**src/rtl/multicycle_control_fsm.sv**
```systemverilog
// Moore controller for the shared multicycle MIPS datapath.
// State register, wait counter and event pulses live in one always_ff;
// datapath controls are decoded from the current state, with IRWrite/PCEn
// in FETCH qualified by the memory handshake.
module multicycle_control_fsm #(
  parameter int MEM_TIMEOUT = 255
) (
  input  logic       clk,
  input  logic       rst,
  input  logic [5:0] opCode,
  input  logic [5:0] Funct,
  input  logic       Zero,
  input  logic       mem_ready,
  output logic       mem_req,
  output logic       memWrite,
  output logic       IorD,
  output logic       IRWrite,
  output logic       regWrite,
  output logic       regDst,
  output logic       MemtoReg,
  output logic       aluSrcA,
  output logic [1:0] aluSrcB,
  output logic [2:0] ALUControl,
  output logic [1:0] PCSrc,
  output logic       PCEn,
  output logic       illegal_op,
  output logic       mem_err,
  output logic [3:0] state
);

  localparam int CW = (MEM_TIMEOUT > 0) ? $clog2(MEM_TIMEOUT + 1) : 1;
  localparam logic [CW-1:0] TO_VAL = CW'(MEM_TIMEOUT);

  typedef enum logic [3:0] {
    FETCH  = 4'd0,
    DECODE = 4'd1,
    MEMADR = 4'd2,
    MEMRD  = 4'd3,
    MEMWB  = 4'd4,
    MEMWR  = 4'd5,
    EXEC   = 4'd6,
    ALUWB  = 4'd7,
    BRANCH = 4'd8,
    ADDIEX = 4'd9,
    ADDIWB = 4'd10,
    JUMP   = 4'd11
  } state_t;

  localparam logic [5:0] OP_LW   = 6'b100011;
  localparam logic [5:0] OP_SW   = 6'b101011;
  localparam logic [5:0] OP_R    = 6'b000000;
  localparam logic [5:0] OP_BEQ  = 6'b000100;
  localparam logic [5:0] OP_ADDI = 6'b001000;
  localparam logic [5:0] OP_J    = 6'b000010;

  state_t        st, nxt;
  logic [CW-1:0] wait_cnt;
  logic          timeout_hit;
  logic          abort;
  logic          bad_op;
  logic          funct_ok;
  logic [2:0]    alu_f;

  // A timeout only counts when the handshake is absent in the same cycle.
  assign timeout_hit = (MEM_TIMEOUT != 0) && !mem_ready && (wait_cnt == TO_VAL);
  assign state       = st;

  // R-type function decode.
  always_comb begin
    funct_ok = 1'b1;
    alu_f    = 3'b010;
    case (Funct)
      6'b100000: alu_f = 3'b010;
      6'b100010: alu_f = 3'b110;
      6'b100100: alu_f = 3'b000;
      6'b100101: alu_f = 3'b001;
      6'b101010: alu_f = 3'b111;
      default:   funct_ok = 1'b0;
    endcase
  end

  // Next-state selection, including timeout aborts and illegal decodes.
  always_comb begin
    nxt    = st;
    abort  = 1'b0;
    bad_op = 1'b0;
    case (st)
      FETCH: begin
        if (mem_ready)        nxt = DECODE;
        else if (timeout_hit) begin nxt = FETCH; abort = 1'b1; end
      end
      DECODE: begin
        case (opCode)
          OP_LW, OP_SW: nxt = MEMADR;
          OP_R:         nxt = EXEC;
          OP_BEQ:       nxt = BRANCH;
          OP_ADDI:      nxt = ADDIEX;
          OP_J:         nxt = JUMP;
          default:      begin nxt = FETCH; bad_op = 1'b1; end
        endcase
      end
      MEMADR: nxt = (opCode == OP_LW) ? MEMRD : MEMWR;
      MEMRD: begin
        if (mem_ready)        nxt = MEMWB;
        else if (timeout_hit) begin nxt = FETCH; abort = 1'b1; end
      end
      MEMWB: nxt = FETCH;
      MEMWR: begin
        if (mem_ready)        nxt = FETCH;
        else if (timeout_hit) begin nxt = FETCH; abort = 1'b1; end
      end
      EXEC: begin
        if (funct_ok) nxt = ALUWB;
        else begin nxt = FETCH; bad_op = 1'b1; end
      end
      ALUWB:  nxt = FETCH;
      BRANCH: nxt = FETCH;
      ADDIEX: nxt = ADDIWB;
      ADDIWB: nxt = FETCH;
      JUMP:   nxt = FETCH;
      default: nxt = FETCH;
    endcase
  end

  // State register, wait counter (restarts on every state entry, including
  // an abort back into FETCH) and registered one-cycle event pulses.
  always_ff @(posedge clk or posedge rst) begin
    if (rst) begin
      st         <= FETCH;
      wait_cnt   <= '0;
      illegal_op <= 1'b0;
      mem_err    <= 1'b0;
    end else begin
      st         <= nxt;
      illegal_op <= bad_op;
      mem_err    <= abort;
      if (nxt != st || abort) wait_cnt <= '0;
      else if (!mem_ready)    wait_cnt <= wait_cnt + 1'b1;
    end
  end

  // Moore decode of the datapath controls; unlisted controls stay 0.
  always_comb begin
    mem_req    = 1'b0;
    memWrite   = 1'b0;
    IorD       = 1'b0;
    IRWrite    = 1'b0;
    regWrite   = 1'b0;
    regDst     = 1'b0;
    MemtoReg   = 1'b0;
    aluSrcA    = 1'b0;
    aluSrcB    = 2'b00;
    ALUControl = 3'b000;
    PCSrc      = 2'b00;
    PCEn       = 1'b0;
    case (st)
      FETCH: begin
        mem_req    = 1'b1;
        aluSrcB    = 2'b01;
        ALUControl = 3'b010;
        IRWrite    = mem_ready;
        PCEn       = mem_ready;
      end
      DECODE: begin
        aluSrcB    = 2'b11;
        ALUControl = 3'b010;
      end
      MEMADR, ADDIEX: begin
        aluSrcA    = 1'b1;
        aluSrcB    = 2'b10;
        ALUControl = 3'b010;
      end
      MEMRD: begin
        mem_req = 1'b1;
        IorD    = 1'b1;
      end
      MEMWB: begin
        regWrite = 1'b1;
        MemtoReg = 1'b1;
      end
      MEMWR: begin
        mem_req  = 1'b1;
        memWrite = 1'b1;
        IorD     = 1'b1;
      end
      EXEC: begin
        aluSrcA    = 1'b1;
        ALUControl = alu_f;
      end
      ALUWB: begin
        regWrite = 1'b1;
        regDst   = 1'b1;
      end
      BRANCH: begin
        aluSrcA    = 1'b1;
        ALUControl = 3'b110;
        PCSrc      = 2'b01;
        PCEn       = Zero;
      end
      ADDIWB: regWrite = 1'b1;
      JUMP: begin
        PCSrc = 2'b10;
        PCEn  = 1'b1;
      end
      default: ;
    endcase
  end

endmodule
```
**config.mk**
```make
export PLATFORM = sky130hd
export DESIGN_NAME = multicycle_control_fsm
export DESIGN_NICKNAME = d
export VERILOG_FILES = /design/src/rtl/multicycle_control_fsm.sv
export SDC_FILE = /design/constraint.sdc
export NUM_CORES = 1
export LEC_CHECK = 0
export ABC_AREA = 1
export CAP_MARGIN = 5
export CORE_MARGIN = 2
export CORE_UTILIZATION = 38
export DETAILED_ROUTE_END_ITERATION = 10
export GPL_TIMING_DRIVEN = 0
export PLACE_DENSITY = 0.67
export SETUP_SLACK_MARGIN = 0.2
export SLEW_MARGIN = 30
export SYNTH_ARGS = -nofsm -noshare
export SYNTH_HDL_FRONTEND = slang
export SYNTH_SLANG_ARGS = --single-unit
```
**constraint.sdc**
```tcl
create_clock -name clk -period 2.1 [get_ports clk]
set_input_delay 0.42 -clock clk [delete_from_list [all_inputs] [get_ports clk]]
set_output_delay 0.42 -clock clk [all_outputs]
set_load 0.1 [all_outputs]
```
# [Word level (Yosys, flattened, before mapping)]
# Cells that the tools add are included.
[word_totals] inputBits=16 wordCells=73 output_inout_bits=22 reg_bits=14
[classes] muxes=30 reduce_logical=14 addsub=1 eq_ne=24
[op_table] operator="$eq 6x6->1 const B" count=7
[op_table] operator="$pmux 4 s7" count=1
[op_table] operator="$pmux 4 s5" count=1
[op_table] operator="$eq 4x3->1 const B" count=4
[op_table] operator="$eq 4x4->1 const B" count=4
[op_table] operator="$mux 4" count=4
[op_table] operator="$mux 8" count=2
[op_table] operator="$mux 1" count=14
[op_table] operator="$pmux 3 s4" count=1
[op_table] operator="$pmux 3 s3" count=1
[op_table] operator="$add 8x1->8 const B" count=1
[op_table] operator="$eq 4x2->1 const B" count=2
[op_table] operator="$eq 8x8->1 const B" count=1
[op_table] operator="$reduce_or 4->1" count=2
[op_table] operator="$eq 6x2->1 const B" count=1
[op_table] operator="$eq 6x3->1 const B" count=1
[op_table] operator="$eq 6x4->1 const B" count=1
[op_table] operator="$logic_not 6->1" count=1
[op_table] operator="$mux 3" count=2
[op_table] operator="$pmux 2 s3" count=1
[op_table] operator="$reduce_or 2->1" count=3
[op_table] operator="$reduce_or 3->1" count=2
[op_table] operator="$reduce_or 6->1" count=1
[op_table] operator="$reduce_or 5->1" count=1
[op_table] operator="10 further kinds" count=10

# [Longest topological paths before layout]
# Gate-level depths: netlist of the first run.
[depth] ltp_word=8 depth_mapped=12 mapped_depth_nobuf=12

# [Worst setup path after synthesis of the first run]
# No wires, ideal clock.
[synth_path] path_type="flip-flop to output port" from="register st[2], in the netlist state[2]" to="output port regWrite" path_stages_with_launch=7 path_buffers=0 required_ns=1.680 path_slack_ns=-2.171 arrival_ns=3.851 cell_sequence="dfrtp_1 inv_2 nor2_4 inv_1 nor2_1 nor2_1 o21ai_0"
[synth_via] elab_chain_cells=3 elab_cells_between_ends=5 cone_classes="eq/ne (3); mux (1); reduce/logical (1)"
[synth_lines] element="start, declared" line="56" rtl="state_t st, nxt;"
[synth_lines] element="start signal, assigned" line="134" rtl="st <= nxt;"
[synth_lines] element="$eq 4x3->1 or $eq 4x4->1 (tied branches)" line="156" rtl="case (st)"
[synth_lines] element="$reduce_or 3->1 (no source line) *"
[synth_lines] element="$mux 1 *" line="156"
[synth_lines] element="end, declared" line="18" rtl="output logic regWrite,"
# Mark *: on every way between the ends. The rest lies on a longest branch, timed or not.

# [Worst setup path after layout of the first run]
[layout_path] from="register st[1], in the netlist state[1]" to="output port ALUControl[1]"
[layout_via] elab_chain_cells=3 elab_cells_between_ends=8 cone_classes="eq/ne (5); mux (1); reduce/logical (2)"
[layout_lines] element="$eq 4x2->1, or another cell as far along" line="156"
[layout_lines] element="$reduce_or 4->1 (no source line)"
[layout_lines] element="$pmux 3 s3 *" line="156"
[layout_lines] element="end, declared" line="23" rtl="output logic [2:0] ALUControl,"
# Marks and branches as above.

==> results by group, run 1 <==
Status
  • Status: finished, violations left
  • Violated checks: setup timing

Clock network
  • CTS sink count: 14
  • Hold buffers post-CTS: 0
  • # H-tree levels: 1
  • CTS tree: yes
  • Clock buffer depth: 2
  • Clk_lat worst skew: around 0.29 ns
  • CTS Buf Count: 3
  • Clock transition at path regs: 0.09 ns
  • Clk root buf: clkbuf_4

Timing
  • Slew Viols, Final: 0
  • Tmin final: around 2.2 ns
  • Worst slew pin tran: ~0.94 ns
  • Tcrit/Tclk final: 103%
  • Slew HR: a little under two fifths
  • Setup WS post-layout: -0.0656 ns
  • Setup Skew: approximately 0.0044 ns
  • FMAX: between 0.4 and 0.5 GHz
  • Final hold vios: 0
  • RSZ-0062 raised after global routing: yes
  • Final setup fails: 4

Die
  • Die ar.: between 3000 and 4000 um2
  • Top Ports: 38
  • Die Y: ~61 um
  • Initial Util: about two fifths
  • Core Rows: 20
  • Die width: roughly 61 um
  • Core area: ~3100 um2

Synth
  • Post-synth EDFFs: 0
  • Post-Syn Instances: 180
  • Ys flop type: dfrtp_1
  • Count leader, synth: nand2_1
  • Synth area leader: dfrtp_1
  • Top-area cell type share of the netlist area: 27.9%
  • Mapped Area: 1250 um2
  • Synthesis Warnings: 0
  • Sequential share of the synthesized area: between 20% and 30%
  • Synthesized Nets: 197
  • FF+latch count, synth: 14
  • Count of different cell masters after synthesis: 30
  • Synth cell count leaders: nand2_1, nor2_1, inv_1, dfrtp_1, nand3_1
  • Syn Area/Cell: roughly 7 um2
  • Synth top area cells: dfrtp_1, nand2_1, nor2_1
  • Post-synth ARST share: 100%

Min path
  • Worst min path class: primary input to async pin

Power and ir drop
  • NetSw: approximately 0.0017 W
  • Combinational share of power: between 80 and 90%
  • Power Dens Cells: roughly 1200 nW/um2
  • Seq pwr share: roughly 13%
  • Clk pwr share: around 5.2%
  • Switching Share: 57.8%
  • Peak supply drop: 531 uV
  • Leakage: about 1.1 nW
  • Power Total: approximately 0.0030 W
  • Internal cell power: ~0.0013 W

Final layout
  • Share of post-route cells with drive strength above 1: 52.2%
  • Final Cell Area: between 2000 and 2500 um2
  • Final Util: between 70% and 80%
  • Fin nets: 268
  • Layout area overhead: 93.5%
  • Antenna Cells: 0

Critical path
  • Data required time at the worst endpoint: 1.68 ns
  • Worst setup SP type: flip-flop
  • R2R Setup Slk: approximately 0.08 ns
  • Crit end category: primary output
  • CP Class: flip-flop to primary output
  • Worst EP arrival: between 1.5 and 2 ns
  • CP Max Fanout: 7

Place
  • Setup WS pre-CTS: -1.03 ns
  • GPL Wtd Cong: just under 0.8
  • Hpwl dp: roughly 2800 um
  • Number of port buffers: 37
  • DP Area: roughly 1900 um2

Detailed routing
  • TritonRoute pass-1 iters: 4
  • Detailed Route Iter0 Violations: around 120
  • Total Wirelength: between 4000 and 5000 um
  • Average routed wire per standard cell: between 15 and 20 um
  • DR vias: between 1k and 1.5k
  • Drt drc: 0
  • Post-route ant nets: 0
  • Via density: between 5 and 6

Flow run
  • Max-cap violation count: 0

Global routing
  • GRT overflow: 0
  • Number of global-route vias before repair: roughly 1.4k
  • Pin count of the biggest net entering global routing: 15
  • Gr usage total: between 20% and 30%
  • Antenna violations before repair: 0
  • First-pass GRT wire length: 6410 um
worst max-delay path, stage by stage, from the launching register on:
cell	delay, ns
dfrtp_4	0.49
buf_8	0.15
nor2_4	0.17
inv_4	0.06
nor2_4	0.20
inv_4	0.08
o2111ai_4	0.11
buf_12	0.20
state kept, by name, indices dropped and copies added, names as in the netlist:
register	flops
illegal_op	1
wait_cnt	8
mem_err	1
state	4
metrics by stage:
stage | setup TNS [ns] | cells | hold slack [ns]
2_1_floorplan | -2.32 | 180 | 0.309
3_3_place_gp | -9.10 | 261 | 0.473
3_5_place_dp | -9.67 | 261 | 0.478
4_1_cts | -0.105 | 277 | 0.494
5_1_grt | -0.651 | 293 | 0.510
6_report | -0.171 | 293 | 0.473
logic make-up (layout without fill, tap and decap cells):
kind of cell / count (synthesis) / count (layout) / synth area share [%]
buf+inv: 29 / 98 / 9.27
simple gates: 120 / 120 / 52.3
fa+ha+maj: 1 / 1 / 0.997
xor+xnor: 4 / 4 / 2.79
flops: 14 / 14 / 27.9
compound gates: 12 / 12 / 6.68
power by group through the flow:
stage | clock, W | sequential (W) | combinational, W
6_report | 0.000157 | 0.000380 | 0.00247
5_1_grt | 0.000175 | 0.000385 | 0.00256
4_1_cts | 0.000155 | 0.000394 | 0.00216
3_5_place_dp | 0 | 0.000392 | 0.00179
3_3_place_gp | 0 | 0.000389 | 0.00178
2_1_floorplan | 0 | 0.000584 | 0.00124
metal layers:
layer	global-route usage [%]	vias up	share of wire (%)
met4	3.95	0	2.3
met5	0	-	0
met1	28.9	728	40
met2	40.0	43	53
met3	5.25	10	4.4
li1	-	717	-
final timing paths:
path,startpoint,depth (start not counted),endpoint
max in group asynchronous,rst,2,state[3]
worst min register to register,wait_cnt[0],1,wait_cnt[0]
min in group clk,wait_cnt[0],1,wait_cnt[0]
worst max-delay path,state[1],7,ALUControl[1]
worst min-delay path,rst,2,wait_cnt[4]
worst max register to register,state[1],14,wait_cnt[4]
placed cells by master (no fill, tap or decap), types with 7 or more instances in the layout:
cell,n
buf_12,14
buf_4,24
buf_6,7
clkdlybuf4s50_1,14
dfrtp_1,10
inv_1,17
nand2_1,29
nand2_4,9
nand3_1,10
nand4_1,7
nor2_1,18
nor2_4,15
nor3_2,7
what timing repair did:
item	CTS	global route
pin swaps	14	18
resized for setup	178	30
setup endpoints to repair	27	26
setup buffers	13	16
final cells by class:
class | count | area [um2]
buffer | 1 | 15.0
clock buffer | 3 | 22.5
fill | 208 | 674
inverter | 28 | 133
multi-input combinational | 137 | 1090
sequential | 14 | 365
tap | 44 | 55.1
timing repair buffer | 66 | 747
Power figures use the tool's default switching activity.
==> run 2: changes to the inputs <==
--- a/config.mk
+++ b/config.mk
@@ -11,7 +11,9 @@
 export CORE_UTILIZATION = 38
 export DETAILED_ROUTE_END_ITERATION = 10
 export GPL_TIMING_DRIVEN = 0
-export PLACE_DENSITY = 0.67
+export MAX_ROUTING_LAYER = met4
+export PLACE_DENSITY = 0.65
+export REMOVE_ABC_BUFFERS = 1
 export SETUP_SLACK_MARGIN = 0.2
 export SLEW_MARGIN = 30
 export SYNTH_ARGS = -nofsm -noshare
==> run 2 against run 1 <==
  * Highest routed layer unchanged
  * Largest power group unchanged
  * Sequential share of layout area rose by 1.9 points
  * Utilization fell by 11 points
  * Non-clock buffer count fell by 10
  * The flow now finishes without violations
  * Critical path depth did not move
  * Sequential cell count did not move
==> results by group, run 2 (synthesis results as in run 1) <==
Status
  • Status: finished clean

Final layout
  • Final Util: 67.7% (-11 points)
  • Register area: 355 um2 (-2.7%)
  • Commonest non-fill, non-tap cells in the layout: nand2_1, inv_1, buf_4
  • Final non-filler cell total: 284 (-3.1%)
  • Most common cell after layout, fill and taps aside: nand2_1
  • Max reg flops: 8 (unchanged)
  • Largest Register: wait_cnt
  • Final Cell Area: 2100 um2 (-14%)
  • Share of post-route cells with drive strength above 1: 43.8% (-8.5 points)
  • Antenna Cells: 0 (unchanged)
  • Fin nets: 258 (-3.7%)
  • Layout area overhead: 67.3%
  • Multi-input gate area: 922 um2 (-15%)
  • Fill cells: 262 (+26%)

Clock network
  • CTS Buf Count: 3 (unchanged)
  • Clock buffer depth: 2 (unchanged)
  • CTS sink count: 14 (unchanged)
  • Clk_lat worst skew: 0.29 ns (about the same)
  • Hold buffers post-CTS: 0 (unchanged)
  • Clk root buf: clkbuf_4
  • # H-tree levels: 1 (unchanged)
  • Clock transition at path regs: 0.09 ns (about the same)
  • CTS tree: yes

Place
  • DP Area: 1670 um2 (-9.9%)
  • Number of port buffers: 37 (unchanged)
  • GPL Wtd Cong: 0.909 (+17%)
  • Placed Cells: 260 (-0.38%)
  • Hpwl dp: 2560 um (-7.4%)

Critical path
  • Worst setup SP type: flip-flop
  • CP Class: flip-flop to primary output
  • CP Max Fanout: 5 (-2)
  • Worst EP arrival: 1.63 ns (-0.12 ns)
  • Crit end category: primary output
  • Data required time at the worst endpoint: 1.68 ns (about the same)

Timing
  • Setup Skew: 0.00899 ns (+0.00455 ns)
  • Final setup fails: 0 (-4)
  • FMAX: 0.488 GHz (+5.8%)
  • Hold WS: 0.458 ns (-0.0144 ns)
  • Tcrit/Tclk final: 97.5% (-5.6 points)
  • Slew HR: 36.7% (-0.64 points)
  • RSZ-0062 raised after global routing: yes
  • Worst slew pin tran: 0.954 ns (+0.00969 ns)
  • Slew Viols, Final: 0 (unchanged)
  • Final hold vios: 0 (unchanged)
  • Tmin final: 2.05 ns (-0.118 ns)

Min path
  • Worst min path class: primary input to async pin

Detailed routing
  • Average routed wire per standard cell: 13.6 um (-14%)
  • Drt drc: 0 (unchanged)
  • Total Wirelength: 3850 um (-17%)
  • Detailed Route Iter0 Violations: 83 (-28%)
  • Post-route ant nets: 0 (unchanged)
  • Via density: 5.25 (+2.6%)
  • TritonRoute pass-1 iters: 4 (unchanged)
  • DR vias: 1490 (-0.53%)

Power and ir drop
  • Peak supply drop: 857 uV (+61%)
  • Switching Share: 60.5% (+2.7 points)
  • Power Total: 0.00261 W (-13%)
  • Internal cell power: 0.00103 W (-19%)
  • Seq pwr share: 14.3% (+1.7 points)
  • NetSw: 0.00158 W (-9.2%)
  • Power Dens Cells: 1240 nW/um2 (+0.37%)
  • Leakage: 0.994 nW (-9.1%)
  • Clk pwr share: 7.6% (+2.4 points)
  • Combinational share of power: 78.1% (-4.0 points)

Die
  • Top Ports: 38 (unchanged)
  • Initial Util: 40.4% (unchanged)
  • Die Y: 61.5 um (unchanged)
  • Core area: 3100 um2 (unchanged)
  • Die ar.: 3780 um2 (unchanged)
  • Core Rows: 20 (unchanged)
  • Die width: 61.5 um (unchanged)

Global routing
  • Antenna violations before repair: 0 (unchanged)
  • Number of global-route vias before repair: 1371 (-3.5%)
  • GRT overflow: 0 (unchanged)
  • Pin count of the biggest net entering global routing: 15 (unchanged)
  • First-pass GRT wire length: 6040 um (-5.7%)
  • Gr usage total: 21.8% (-0.94 points)

Flow run
  • Max-cap violation count: 0 (unchanged)
-- run 2: cell count changes in the layout (fill, tap and decap cells not counted), sizes merged --
cell           delta
clkdlybuf4s18     -1
dlymetal6s2s      +1
inv               +2
dlygate4sd2       +5
buf               -9
clkinvlp          -2
clkdlybuf4s50     -6
clkdlybuf4s15     +1
-- run 2: what timing repair did --
item,in CTS,in global routing
endpoints found under the setup margin,22,26
hold endpoints to repair,0,0
pin swaps,10,7
gates resized for setup,175,30
buffers inserted,11,9
-- run 2: final cells by class --
| cell class | count | share of cell area (%) |
|---|---|---|
| clock buffers | 4 | 1.73 |
| inverters | 28 | 5.48 |
| multi-input cells | 137 | 43.9 |
| flip-flops and latches | 14 | 16.9 |
| well taps | 44 | 2.62 |
| repair buffers | 57 | 29.3 |
-- run 2: stage by stage --
step	setup WS [ns]	setup TNS, ns
after detailed placement	-0.854	-8.42
after floorplan	-2.17	-23.23
after global routing	-0.0215	-0.0215
after CTS	0.0721	0
after global placement	-0.842	-8.19
final	0.0527	0
-- run 2: power groups by stage --
stage	logic, W	clock network, W	registers (W)
6_report	0.00204	0.000198	0.000374
5_1_grt	0.00212	0.000221	0.000381
4_1_cts	0.00179	0.000204	0.000382
3_5_place_dp	0.00165	0	0.000375
3_3_place_gp	0.00163	0	0.000375
2_1_floorplan	0.00110	0	0.000566
-- run 2: final timing paths --
kind,from,endpoint,slack (ns),cells after the start
max,state[1],ALUControl[1],0.05,7
min,rst,wait_cnt[5],0.46,2
max reg2reg,state[2],wait_cnt[3],0.33,13
min reg2reg,wait_cnt[0],wait_cnt[0],0.55,2
max in group asynchronous,rst,state[1],1.26,2
min in group clk,wait_cnt[0],wait_cnt[0],0.55,2
-- run 2: metal layers --
metal  share of wire, %  wire (um)  GRT usage, %  up-vias
met3                5.0        192          3.99        9
met1                 43       1670          28.6      728
met4                1.0         40          5.47        0
met5                  0          0             -        -
li1                   -          -             -      699
met2                 51       1950          35.0       54
-- run 2: critical path: stages, from the launching register on --
cell       delay [ns]
dfrtp_2          0.41
buf_6            0.14
nor2_4           0.13
inv_2            0.08
nor2_4           0.15
inv_2            0.07
o2111ai_1        0.11
buf_6            0.26
